File: config.mk
export PLATFORM = sky130hd
export DESIGN_NAME = uart_tx_arb
export DESIGN_NICKNAME = d
export VERILOG_FILES = /design/src/rtl/uart_tx_arb.sv
export SDC_FILE = /design/constraint.sdc
export NUM_CORES = 1
export LEC_CHECK = 0
export ABC_AREA = 1
export BUFFER_PORTS_ARGS = -buffer_cell sky130_fd_sc_hd__buf_2
export CORE_ASPECT_RATIO = 0.5
export CORE_MARGIN = 3
export CORE_UTILIZATION = 50
export DETAILED_ROUTE_END_ITERATION = 16
export PLACE_DENSITY_LB_ADDON = 0.08
export SLEW_MARGIN = 20
export SYNTH_ARGS = -nofsm -noshare
export SYNTH_HDL_FRONTEND = slang
export SYNTH_SLANG_ARGS = --single-unit
File: constraint.sdc
create_clock -name clk -period 1.8 [get_ports clk]
set_input_delay 0.09 -clock clk [delete_from_list [all_inputs] [get_ports clk]]
set_output_delay 0.09 -clock clk [all_outputs]
set_load 0.01 [all_outputs]
File: src/rtl/uart_tx_arb.sv
// Packet-level round-robin arbiter feeding one TX FIFO from P_N_REQ byte streams.
// Valid/ready: a byte moves on a cycle where req_valid[g] && req_ready[g]; that is exactly fifo_wr_en.
module uart_tx_arb #(
  parameter int P_N_REQ       = 4,
  parameter int P_TIMEOUT_CYC = 1000000
) (
  input  logic                 clk,
  input  logic                 rst_n,
  input  logic [P_N_REQ-1:0]   req_valid,
  input  logic [8*P_N_REQ-1:0] req_data,
  input  logic [P_N_REQ-1:0]   req_last,
  output logic [P_N_REQ-1:0]   req_ready,
  output logic                 fifo_wr_en,
  output logic [7:0]           fifo_wr_data,
  input  logic                 fifo_full,
  output logic [P_N_REQ-1:0]   grant,
  output logic                 busy,
  output logic                 timeout_err
);

  localparam int W_PTR = (P_N_REQ > 2) ? $clog2(P_N_REQ) : 1;
  localparam int W_SUM = W_PTR + 1;
  localparam int W_CNT = $clog2(P_TIMEOUT_CYC);
  localparam logic [W_CNT-1:0]   C_CNT_MAX = W_CNT'(P_TIMEOUT_CYC - 1);
  localparam logic [W_CNT-1:0]   C_CNT_LIM = W_CNT'(P_TIMEOUT_CYC - 2);
  localparam logic [W_PTR-1:0]   C_IDX_MAX = W_PTR'(P_N_REQ - 1);
  localparam logic [W_SUM-1:0]   C_N       = W_SUM'(P_N_REQ);
  localparam logic [P_N_REQ-1:0] C_ONE     = P_N_REQ'(1);

  typedef enum logic {S_IDLE = 1'b0, S_XFER = 1'b1} state_t;

  state_t             r_state;
  logic [P_N_REQ-1:0] r_grant;
  logic [W_PTR-1:0]   r_gidx;
  logic [W_PTR-1:0]   r_ptr;
  logic [W_CNT-1:0]   r_cnt;
  logic               r_busy;
  logic               r_timeout_err;

  logic               w_any;
  logic [W_PTR-1:0]   w_pick;
  logic [W_SUM-1:0]   w_sum;
  logic [W_PTR-1:0]   w_idx;
  logic [W_PTR-1:0]   w_gidx_inc;
  logic               w_valid_g;
  logic               w_last_g;
  logic               w_wr;

  // Scan ptr, ptr+1, ... with an explicit wrap so non-power-of-two counts work.
  always_comb begin
    w_any  = 1'b0;
    w_pick = '0;
    w_sum  = '0;
    w_idx  = '0;
    for (int k = 0; k < P_N_REQ; k++) begin
      w_sum = {1'b0, r_ptr} + W_SUM'(k);
      if (w_sum >= C_N) w_sum = w_sum - C_N;
      w_idx = w_sum[W_PTR-1:0];
      if (!w_any && req_valid[w_idx]) begin
        w_any  = 1'b1;
        w_pick = w_idx;
      end
    end
  end

  assign w_gidx_inc = (r_gidx == C_IDX_MAX) ? '0 : r_gidx + 1'b1;
  assign w_valid_g  = r_busy & req_valid[r_gidx];
  assign w_last_g   = req_last[r_gidx];
  assign w_wr       = w_valid_g & ~fifo_full;

  assign req_ready    = r_grant & {P_N_REQ{~fifo_full}};
  assign fifo_wr_en   = w_wr;
  assign fifo_wr_data = r_busy ? req_data[{r_gidx, 3'b000} +: 8] : 8'h00;
  assign grant        = r_grant;
  assign busy         = r_busy;
  assign timeout_err  = r_timeout_err;

  always_ff @(posedge clk or negedge rst_n) begin
    if (!rst_n) begin
      r_state       <= S_IDLE;
      r_grant       <= '0;
      r_gidx        <= '0;
      r_ptr         <= '0;
      r_cnt         <= '0;
      r_busy        <= 1'b0;
      r_timeout_err <= 1'b0;
    end else begin
      r_timeout_err <= 1'b0;
      case (r_state)
        S_IDLE: begin
          if (w_any) begin
            r_state <= S_XFER;
            r_busy  <= 1'b1;
            r_grant <= C_ONE << w_pick;
            r_gidx  <= w_pick;
            r_cnt   <= '0;
          end
        end
        S_XFER: begin
          if (w_wr) begin
            r_cnt <= '0;
            if (w_last_g) begin
              r_state <= S_IDLE;
              r_busy  <= 1'b0;
              r_grant <= '0;
              r_ptr   <= w_gidx_inc;
            end
          end else if (!req_valid[r_gidx] && !fifo_full) begin
            // A full FIFO freezes the count, so serializer back-pressure never trips it.
            if (r_cnt >= C_CNT_LIM) begin
              r_cnt         <= C_CNT_MAX;
              r_state       <= S_IDLE;
              r_busy        <= 1'b0;
              r_grant       <= '0;
              r_ptr         <= w_gidx_inc;
              r_timeout_err <= 1'b1;
            end else begin
              r_cnt <= r_cnt + 1'b1;
            end
          end
        end
        default: r_state <= S_IDLE;
      endcase
    end
  end

endmodule

==> metrics.md <==
| Metric | Value |
|---|---|
| Max Slew Vio Count | `0` |
| Final Cycle Share | `0.925` |
| R2R setup slack | `0.14 ns` |
| I/O pins | `62` |
| Post-layout min period | `1.66 ns` |
| Syn Area/Cell | `6.16 µm²` |
| Worst endpoint required time | `1.99 ns` |
| Die Wd | `112 µm` |
| Crit Path Category | `register to register` |
| Clock group share of total power | `0.143` |
| Switching fraction of total power | `0.507` |
| WHS | `0.270 ns` |
| Clock sinks | `31` |
| Peak VDD IR | `0.000655 V` |
| Area delta synth->final | `20.8%` |
| Cell Pwr Density | `1200 nW/µm²` |
| Buffers on Ports | `61` |
| Initial antenna violation count | `0` |
| Top post-synthesis cells by area | `dfrtp_1, nand2_1, nor2_1` |
| RePlAce Congestion | `0.883` |
| Avg Vias per Cell | `5.08` |
| Die Y-Extent | `58.8 µm` |
| Prevailing post-synth register cell | `dfrtp_1` |
| # diodes | `0` |
| Largest net degree at the start of global routing | `32` |
| Dpl cells | `585` |
| Post-Layout Cell Count | `597` |
| Fin nets | `572` |
| CP Launch Type | `register` |
| Initial core utilization | `0.542` |
| Final setup vio count | `0` |
| Slew @ Worst Pin | `0.729 ns` |
| Max Cap Viol | `0` |
| Min-delay src | `fifo_full` |
| Post-route ant nets | `0` |
| Drt pass-1 iters | `4` |
| Row count | `18` |
| Leakage | `1.79 nW` |
| Synth Warn # | `0` |
| Core Region | `5130 µm²` |
| Final Hold Vio Count | `0` |
| Hold path cells | `5` |
| Remaining DRCs | `0` |
| Max Fclk | `601 MHz` |
| Wirelength per Cell | `12.5 µm` |
| Internal | `1.99 mW` |
| Vias | `3,030` |
| Mapped Nets | `498` |
| Power share of the combinational group | `0.615` |
| Initial DRC count | `236` |
| Synth cell types | `33` |
| Yosys top cell by area | `dfrtp_1` |
| CTS tree | `done` |
| Post-DP HPWL | `5.68 mm` |
| Unrepaired setup endpoints after global routing | `no` |
| Share of layout cells above drive strength 1 | `0.266` |
| Synth Register Bits | `31` |
| Post-Route WL | `7.48 mm` |
| Clk slew on worst S/H paths | `0.08 ns` |
| CTS Buf Count | `5` |
| Vias in the first global route | `2,855` |
| Final WS setup | `0.135 ns` |
| Seq/Total Area, Yosys | `0.279` |
| Peak fanout along the critical path | `9` |
| Most frequent cell after synthesis | `nand2_1` |
| Switch Pwr | `2.05 mW` |
| Headroom to the max-slew limit | `0.514` |
| Crit path DAT | `1.85 ns` |
| Worst skew pair latency | `0.30 ns` |
| GR Overflow Total | `0` |
| Clock Tree Buf Depth | `2` |
| Fraction of registers with async set/reset | `1.00` |
| Post-synth EDFFs | `0` |
| Post-Syn Area | `2780 µm²` |
| Worst hold path class | `primary input to register` |
| R2R depth | `11` |
| Global Route Usage Sum | `0.240` |
| Synth cell count leaders | `nand2_1, nor2_1, inv_1, nand3_1, dfrtp_1` |
| Die area | `6550 µm²` |
| Final clock skew | `0.00705 ns` |
| Cells after Synth | `452` |
| First-pass GRT wire length | `13.0 mm` |
| Sequential group share of total power | `0.242` |
| Status | `completed` |
| Reg-to-Reg End | `r_cnt[13]` |
| Clk root buf | `clkbuf_8` |
| Critical R2R Launch | `r_ptr[0]` |
| Endpoint type of the worst setup path | `register` |
| Synth top area share | `0.279` |
| Pre-CTS WS | `-0.0165 ns` |
| CTS H-tree depth | `2` |
| WHS Endpoint | `r_state` |
## state kept, by name (all words and copies together) (netlist names)
name,count
r_cnt,20
grant,4
r_gidx,2
r_ptr,2
busy,1
r_state,1
timeout_err,1
## area by class of cell
| type | count | area (µm²) |
|---|---|---|
| clock inverters | 3 | 20.0 |
| fillers | 501 | 1770 |
| multi-input cells | 358 | 1740 |
| well taps | 70 | 87.6 |
| repair buffers | 81 | 474 |
| clock buffers | 5 | 68.8 |
| inverters | 49 | 195 |
| flip-flops and latches | 31 | 781 |
## power by group through the flow
stage                     logic, mW  clock network, mW  registers [mW]
after CTS                      2.40              0.582           0.973
final                          2.48              0.579           0.978
after floorplan                1.79                  0           0.959
after global routing           2.78              0.616            1.01
after detailed placement       2.39                  0           0.983
after global placement         2.37                  0           0.979
## routing by layer
layer	wire, µm	track usage	vias to the layer above
met2	3290	0.406	105
met5	0	0	-
met3	578	0.0524	9
met1	3550	0.316	1336
li1	-	-	1580
met4	61	0.0659	0
## cell families (layout without fill, tap and decap cells)
group	count (synthesis)	count (layout)	synth area share
simple gates	298	298	0.480
buf+inv	63	138	0.104
compound gates	48	48	0.0953
flops	31	31	0.279
xor+xnor	9	9	0.0283
fa+ha+maj	3	3	0.0135
## stage by stage
stage          utilization  setup TNS [ns]  area, µm²  total power, mW
2_1_floorplan            -               0       2780             2.75
3_3_place_gp         0.625               0       3210             3.35
3_5_place_dp         0.625         -0.0363       3210             3.37
4_1_cts              0.644               0       3310             3.95
5_1_grt              0.655               0       3360             4.40
6_report             0.655               0       3360             4.04
## worst max-delay path, cell delays in order (launching register included)
cell and delay, ns:
dfrtp_2 0.48, buf_4 0.18, nand2_1 0.05, nand2_1 0.05, nand2_1 0.08, nand2_2 0.06
nor2_4 0.13, nand3_1 0.10, nand2_2 0.11, nand2_2 0.13, nand3_1 0.13, nand2_1 0.06
## worst max-delay path by stage
stage                     startpoint        end  slack [ns]  cells past startpoint
after detailed placement    r_ptr[0]  r_cnt[13]       -0.02                     11
final                       r_ptr[0]  r_cnt[13]        0.14                     11
after global placement      r_ptr[0]   r_cnt[5]        0.06                     10
after floorplan             r_cnt[1]   r_cnt[8]        0.22                      9
after CTS                   r_ptr[0]   r_cnt[5]        0.07                      9
after global routing        r_cnt[6]  r_cnt[17]       0.002                      7
## timing repair
item / in CTS / in global routing
hold buffers: 1 / 0
setup endpoints to repair: 7 / 31
setup buffers: 0 / 3
gates resized for setup: 1 / 12
endpoints found under the hold margin: 31 / 0
## cell usage in the layout, fill, tap and decap left out, drive strengths merged
cell type    count
a21oi           10
a31oi            1
buf             80
clkbuf           5
clkinv           3
clkinvlp         3
dfrtp           31
dlygate4sd3      1
ha               3
inv             46
nand2          158
nand3           37
nand3b           2
nand4           13
nor2            78
nor3             8
o21ai           36
o22ai            1
or2              2
xnor2            3
xor2             6
(Power assumes the default switching activity.)
